$ cat src/rtl/pad_mux_switch_ctrl.sv
// Pad mux reconfiguration controller: gates a pad's OE around a select change so
// the pad never drives while its mux is switching. Per-pad state lives in lane slices.

module pad_mux_switch_lane #(
  parameter int SEL_W       = 2,
  parameter int NBIT_PADCFG = 6
) (
  input  logic                   clk_i,
  input  logic                   rst_i,
  input  logic                   sel_we_i,
  input  logic                   cfg_we_i,
  input  logic                   oe_clr_i,
  input  logic                   oe_set_i,
  input  logic [SEL_W-1:0]       sel_i,
  input  logic [NBIT_PADCFG-1:0] cfg_i,
  output logic [SEL_W-1:0]       sel_o,
  output logic [NBIT_PADCFG-1:0] cfg_o,
  output logic                   oe_o
);
  logic [SEL_W-1:0]       sel_d, sel_q;
  logic [NBIT_PADCFG-1:0] cfg_d, cfg_q;
  logic                   oe_d, oe_q;

  always_comb begin
    sel_d = sel_we_i ? sel_i : sel_q;
    cfg_d = cfg_we_i ? cfg_i : cfg_q;
    oe_d  = oe_q;
    if (oe_set_i)      oe_d = 1'b1;
    else if (oe_clr_i) oe_d = 1'b0;
  end

  always_ff @(posedge clk_i or posedge rst_i) begin
    if (rst_i) begin
      sel_q <= '0;
      cfg_q <= '0;
      oe_q  <= 1'b1;
    end else begin
      sel_q <= sel_d;
      cfg_q <= cfg_d;
      oe_q  <= oe_d;
    end
  end

  assign sel_o = sel_q;
  assign cfg_o = cfg_q;
  assign oe_o  = oe_q;
endmodule

module pad_mux_switch_ctrl #(
  parameter int              N_IO        = 48,
  parameter int              SEL_W       = 2,
  parameter int              NBIT_PADCFG = 6,
  parameter int              SETTLE      = 4,
  parameter logic [N_IO-1:0] LOCK_MASK   = N_IO'(7'b110_0001),
  localparam int             PAD_W       = $clog2(N_IO)
) (
  input  logic                          clk_i,
  input  logic                          rst_i,
  input  logic                          req_valid_i,
  output logic                          req_ready_o,
  input  logic [PAD_W-1:0]              req_pad_i,
  input  logic [SEL_W-1:0]              req_sel_i,
  input  logic [NBIT_PADCFG-1:0]        req_cfg_i,
  output logic                          done_o,
  output logic                          err_o,
  output logic [N_IO*SEL_W-1:0]         pad_sel_o,
  output logic [N_IO*NBIT_PADCFG-1:0]   pad_cfg_o,
  output logic [N_IO-1:0]               oe_gate_o
);
  localparam int CNT_W = 8;

  typedef enum logic [1:0] {IDLE, GATE_WAIT, UNGATE_WAIT} state_t;

  typedef struct packed {
    logic [PAD_W-1:0]       pad;
    logic [SEL_W-1:0]       sel;
    logic [NBIT_PADCFG-1:0] cfg;
  } req_t;

  state_t           state_d, state_q;
  logic [CNT_W-1:0] cnt_d, cnt_q;
  req_t             req_d, req_q;
  logic             done_d, done_q, err_d, err_q;

  logic [N_IO-1:0][SEL_W-1:0]       sel_arr;
  logic [N_IO-1:0][NBIT_PADCFG-1:0] cfg_arr;
  logic [N_IO-1:0]                  oe_arr;

  // Shared write bus into the lanes; only the lane matching wr_pad listens.
  logic                   sel_we, cfg_we, oe_clr, oe_set;
  logic [PAD_W-1:0]       wr_pad;
  logic [SEL_W-1:0]       wr_sel;
  logic [NBIT_PADCFG-1:0] wr_cfg;

  logic             in_range, locked, idx_ok;
  logic [SEL_W-1:0] cur_sel;

  assign in_range = {1'b0, req_pad_i} < (PAD_W+1)'(N_IO);
  assign locked   = in_range ? LOCK_MASK[req_pad_i] : 1'b1;
  assign idx_ok   = in_range && !locked;
  assign cur_sel  = in_range ? sel_arr[req_pad_i] : '0;

  always_comb begin
    state_d = state_q;
    cnt_d   = cnt_q;
    req_d   = req_q;
    done_d  = 1'b0;
    err_d   = 1'b0;
    sel_we  = 1'b0;
    cfg_we  = 1'b0;
    oe_clr  = 1'b0;
    oe_set  = 1'b0;
    wr_pad  = req_q.pad;
    wr_sel  = req_q.sel;
    wr_cfg  = req_q.cfg;
    unique case (state_q)
      IDLE: begin
        if (req_valid_i) begin
          if (!idx_ok) begin
            err_d = 1'b1;
          end else if (req_sel_i == cur_sel) begin
            // Select unchanged: the mux is not switching, so no OE gating is needed.
            cfg_we = 1'b1;
            wr_pad = req_pad_i;
            wr_cfg = req_cfg_i;
            done_d = 1'b1;
          end else begin
            oe_clr  = 1'b1;
            wr_pad  = req_pad_i;
            req_d   = '{pad: req_pad_i, sel: req_sel_i, cfg: req_cfg_i};
            cnt_d   = CNT_W'(SETTLE - 1);
            state_d = GATE_WAIT;
          end
        end
      end
      GATE_WAIT: begin
        if (cnt_q == '0) begin
          sel_we  = 1'b1;
          cfg_we  = 1'b1;
          cnt_d   = CNT_W'(SETTLE - 1);
          state_d = UNGATE_WAIT;
        end else begin
          cnt_d = cnt_q - 1'b1;
        end
      end
      UNGATE_WAIT: begin
        if (cnt_q == '0) begin
          oe_set  = 1'b1;
          done_d  = 1'b1;
          state_d = IDLE;
        end else begin
          cnt_d = cnt_q - 1'b1;
        end
      end
      default: state_d = IDLE;
    endcase
  end

  always_ff @(posedge clk_i or posedge rst_i) begin
    if (rst_i) begin
      state_q <= IDLE;
      cnt_q   <= '0;
      req_q   <= '0;
      done_q  <= 1'b0;
      err_q   <= 1'b0;
    end else begin
      state_q <= state_d;
      cnt_q   <= cnt_d;
      req_q   <= req_d;
      done_q  <= done_d;
      err_q   <= err_d;
    end
  end

  for (genvar i = 0; i < N_IO; i++) begin : g_lane
    logic hit;
    assign hit = (wr_pad == PAD_W'(i));
    pad_mux_switch_lane #(.SEL_W(SEL_W), .NBIT_PADCFG(NBIT_PADCFG)) u_lane (
      .clk_i    (clk_i),
      .rst_i    (rst_i),
      .sel_we_i (sel_we && hit),
      .cfg_we_i (cfg_we && hit),
      .oe_clr_i (oe_clr && hit),
      .oe_set_i (oe_set && hit),
      .sel_i    (wr_sel),
      .cfg_i    (wr_cfg),
      .sel_o    (sel_arr[i]),
      .cfg_o    (cfg_arr[i]),
      .oe_o     (oe_arr[i])
    );
  end

  assign req_ready_o = (state_q == IDLE);
  assign done_o      = done_q;
  assign err_o       = err_q;
  assign pad_sel_o   = sel_arr;
  assign pad_cfg_o   = cfg_arr;
  assign oe_gate_o   = oe_arr;
endmodule

$ cat config.mk
export PLATFORM = sky130hd
export DESIGN_NAME = pad_mux_switch_ctrl
export DESIGN_NICKNAME = d
export VERILOG_FILES = /design/src/rtl/pad_mux_switch_ctrl.sv
export SDC_FILE = /design/constraint.sdc
export NUM_CORES = 1
export LEC_CHECK = 0
export CAP_MARGIN = 20
export CELL_PAD_IN_SITES_DETAIL_PLACEMENT = 0
export CELL_PAD_IN_SITES_GLOBAL_PLACEMENT = 1
export CORE_ASPECT_RATIO = 1.4
export CORE_MARGIN = 5
export CORE_UTILIZATION = 40
export CTS_CLUSTER_DIAMETER = 40
export DETAILED_ROUTE_END_ITERATION = 16
export PLACE_DENSITY_LB_ADDON = 0.1
export SLEW_MARGIN = 5
export SYNTH_ARGS = -nofsm -noshare
export SYNTH_HDL_FRONTEND = slang
export SYNTH_SLANG_ARGS = --single-unit
$ cat constraint.sdc
create_clock -name clk_i -period 17.78 [get_ports clk_i]
set_input_delay 3.556 -clock clk_i [delete_from_list [all_inputs] [get_ports clk_i]]
set_output_delay 3.556 -clock clk_i [all_outputs]
set_load 0.01 [all_outputs]
==> impl_metrics.py <==
metrics = {
    "yosys": {
        "synth_area_leaders": "dfrtp_1 (52%), a2bb2oi_1 (13%), dfstp_2 (6.4%)",
        "ys_seq_area_frac": 0.5860,
        "synth-edff-count": 0,
        "yosysTopAreaCell": "dfrtp_1",
        "synth_cell_types": 64,
        "synth-seq-cells": 458,
        "syn_avg_cell_area_sq_um": 12.73,
        "synthesis.area_sq_um": 19660,
        "syn_nets": 1568,
        "synthFlopType": "dfrtp_1",
        "ys_top_cells_by_count": "dfrtp_1 (410), a2bb2oi_1 (287), o21ai_0 (107)",
        "synthCells": 1544,
        "ys_async_sr_fraction": 1.000,
        "synth_top_area_share": 0.5219,
        "synth_most_common_cell": "dfrtp_1",
        "yosysWarnings": 0,
    },
    "power": {
        "peakVddDrop_uv": 80.66,
        "p_leak_nw": 11.05,
        "p_per_area_nw_per_um2": 145.6,
    },
    "grt": {
        "grtUsageMet1": 0.3439,
        "grt_pass1_vias": 15380,
        "antenna_found_initial": 5,
        "track_usage": 0.2730,
        "grtUsageMet2": 0.4592,
        "grt-busiest-layer": "met2",
        "grt_use_met3": 0.06991,
        "overflow": 0,
        "grt_pass1_wl_mm": 110.1,
        "grt_max_degree": 160,
    },
    "floorplan": {
        "start_util": 0.4021,
        "die_area_sq_um": 53740,
        "ioPinCount": 452,
        "dieWidth_microns": 197.4,
        "rows": 96,
        "coreArea_sq_um": 48890,
        "fp.dieH_microns": 272.3,
    },
    "clock_tree": {
        "cts_buffers": 52,
        "clockBufferDepth": 3,
        "cts_sinks": 458,
        "clock_latency_ns": 0.58,
        "cts.clk_slew.worst_paths_ns": 0.06,
        "cts_tree": "built",
        "htree_num_levels": 2,
        "post_cts_buffers": 0,
        "hold_buffers": 0,
        "cts-root-buf": "clkbuf_16",
        "cts_resized": 0,
    },
    "critical_path": {
        "max_stage_delay_ns": 0.79,
        "critPathKind": "in2reg",
        "path_max_fanout": 34,
        "cpMaxStageDelayCell": "mux2i_4",
        "cp-start-kind": "input pin",
        "cp.arrival_ns": 8.43,
        "critPathTopFamily": "buffers and inverters",
        "end_kind": "flip-flop",
        "crit_path_frequent_cell": "buf_4",
        "crit_chain": "clkdlybuf4s50_1, buf_4, mux4_2, nand2b_1, a32oi_1, a2bb2oi_1, o311ai_2, nand3_4, buf_4, mux2i_4, buf_4, a2bb2oi_1",
        "crit_buf_inv": 4,
        "worst_ep_required_time_ns": 18.20,
    },
    "drt": {
        "drt_iter0_markers": 828,
        "vias": 14840,
        "wl_per_cell_microns": 28.87,
        "firstDrtPassIters": 5,
        "ant_nets": 0,
        "avgViaCountPerCell": 5.701,
        "drc": 0,
        "wl_mm": 75.15,
    },
    "placement": {
        "pre_cts_slack_ns": 9.180,
        "io_buffers": 451,
        "dp.cells": 2508,
        "gp_congestion": 0.9328,
        "hpwl_mm": 54.70,
    },
    "sta": {
        "maxSlewHeadroom": 0.2755,
        "clock.fmax_mhz": 124.8,
        "setup_ws_ns": 9.770,
        "setup_viol": 0,
        "min_period_ns": 8.010,
        "skew_ns": 0.02458,
        "finalCritPeriodShare": 0.4505,
        "final-hold-violation-count": 0,
        "grt_setup_unrepaired": "no",
        "holdWs_ns": 0.4861,
        "drv_slew": 0,
        "tns_ns": 0,
        "tightest_slew_ns": 1.087,
    },
    "cells_and_area": {
        "seq_area_sq_um": 11520,
        "area_growth_pct": 32.85,
        "antenna_cells": 0,
        "multi_input_area_sq_um": 7272,
        "drive_gt1_frac": 0.1729,
        "fillers": 4199,
        "instances_no_fill": 2603,
        "final_net_count": 1949,
    },
    "flow_run": {
        "maxCapViolCount": 0,
    },
    "run_status": {
        "status": "finished clean",
    },
    "hold_path": {
        "hp-class": "reg2reg",
    },
}
==> cell usage in the layout (no fill, tap or decap), types with 15 or more instances in the layout <==
master,instances
clkdlybuf4s50_1,450
dfrtp_1,409
a2bb2oi_1,287
o21ai_0,107
nand2_1,98
nor2_1,90
mux2_2,89
clkbuf_16,53
dfstp_2,48
a21oi_2,32
mux2_1,22
buf_4,17
mux4_2,16
mux2i_1,16
nand2b_1,15
nor2_2,15
==> stage by stage <==
step | power, mW | area [sq um] | utilization
2_1_floorplan | 2.012 | 19660 | -
3_3_place_gp | 2.676 | 24300 | 0.4971
6_report | 3.803 | 26120 | 0.5342
5_1_grt | 3.962 | 26120 | 0.5342
4_1_cts | 3.833 | 26120 | 0.5342
3_5_place_dp | 2.685 | 24300 | 0.4971
==> cells by family (layout without fill, tap and decap cells) <==
| family | after synthesis | in the layout | share of synthesized area |
|---|---|---|---|
| AOI/OAI and AO/OA | 513 | 513 | 0.2081 |
| DFF | 458 | 458 | 0.5860 |
| and+or+nand+nor | 261 | 261 | 0.05798 |
| buffers and inverters | 154 | 576 | 0.04907 |
| muxes | 150 | 150 | 0.09388 |
| adders and majority gates | 7 | 7 | 0.004455 |
| xor gates and xnor gates | 1 | 1 | 0.0004456 |
==> final timing paths <==
path / start / endpoint / slack, ns / cells past startpoint
max in group asynchronous: rst_i / g_lane[11].u_lane.sel_o[1] / 12.01 / 4
worst min-delay path: req_q[4] / req_q[4] / 0.49 / 1
min in group asynchronous: rst_i / g_lane[28].u_lane.cfg_o[0] / 3.47 / 2
worst max-delay path: req_pad_i[1] / g_lane[34].u_lane.cfg_o[5] / 9.77 / 12
worst max register to register: g_lane[7].u_lane.sel_o[0] / g_lane[34].u_lane.cfg_o[5] / 13.23 / 10
worst min register to register: req_q[4] / req_q[4] / 0.49 / 1
==> cell type report <==
type / instances / area share
multi-input cells: 932 / 0.2784
clock buffers: 72 / 0.05696
flip-flops and latches: 458 / 0.4412
inverters: 12 / 0.002012
repair buffers: 469 / 0.1783
well taps: 637 / 0.03052
clock inverters: 23 / 0.01255
==> metal layers <==
| metal | routed length [microns] | part of all wire | vias to the layer above |
|---|---|---|---|
| met3 | 5356 | 0.071 | 130 |
| met2 | 37440 | 0.50 | 535 |
| met4 | 2854 | 0.038 | 10 |
| met5 | 60 | 0.00080 | - |
| li1 | - | - | 6447 |
| met1 | 29440 | 0.39 | 7717 |
==> where the power goes <==
part	total [mW]	switching, mW	internal, mW
combinational	1.21	0.624	0.584
sequential	1.46	0.181	1.28
clock	1.13	0.445	0.690
==> flip-flops by register name, summed over array words and instances, names as in the netlist <==
register / cells
cnt_q: 8
done_o: 1
err_o: 1
g_lane.u_lane.cfg_o: 288
g_lane.u_lane.oe_o: 48
g_lane.u_lane.sel_o: 96
req_q: 12
state_q: 2
wr_sel: 2
Power figures use the tool's default switching activity.
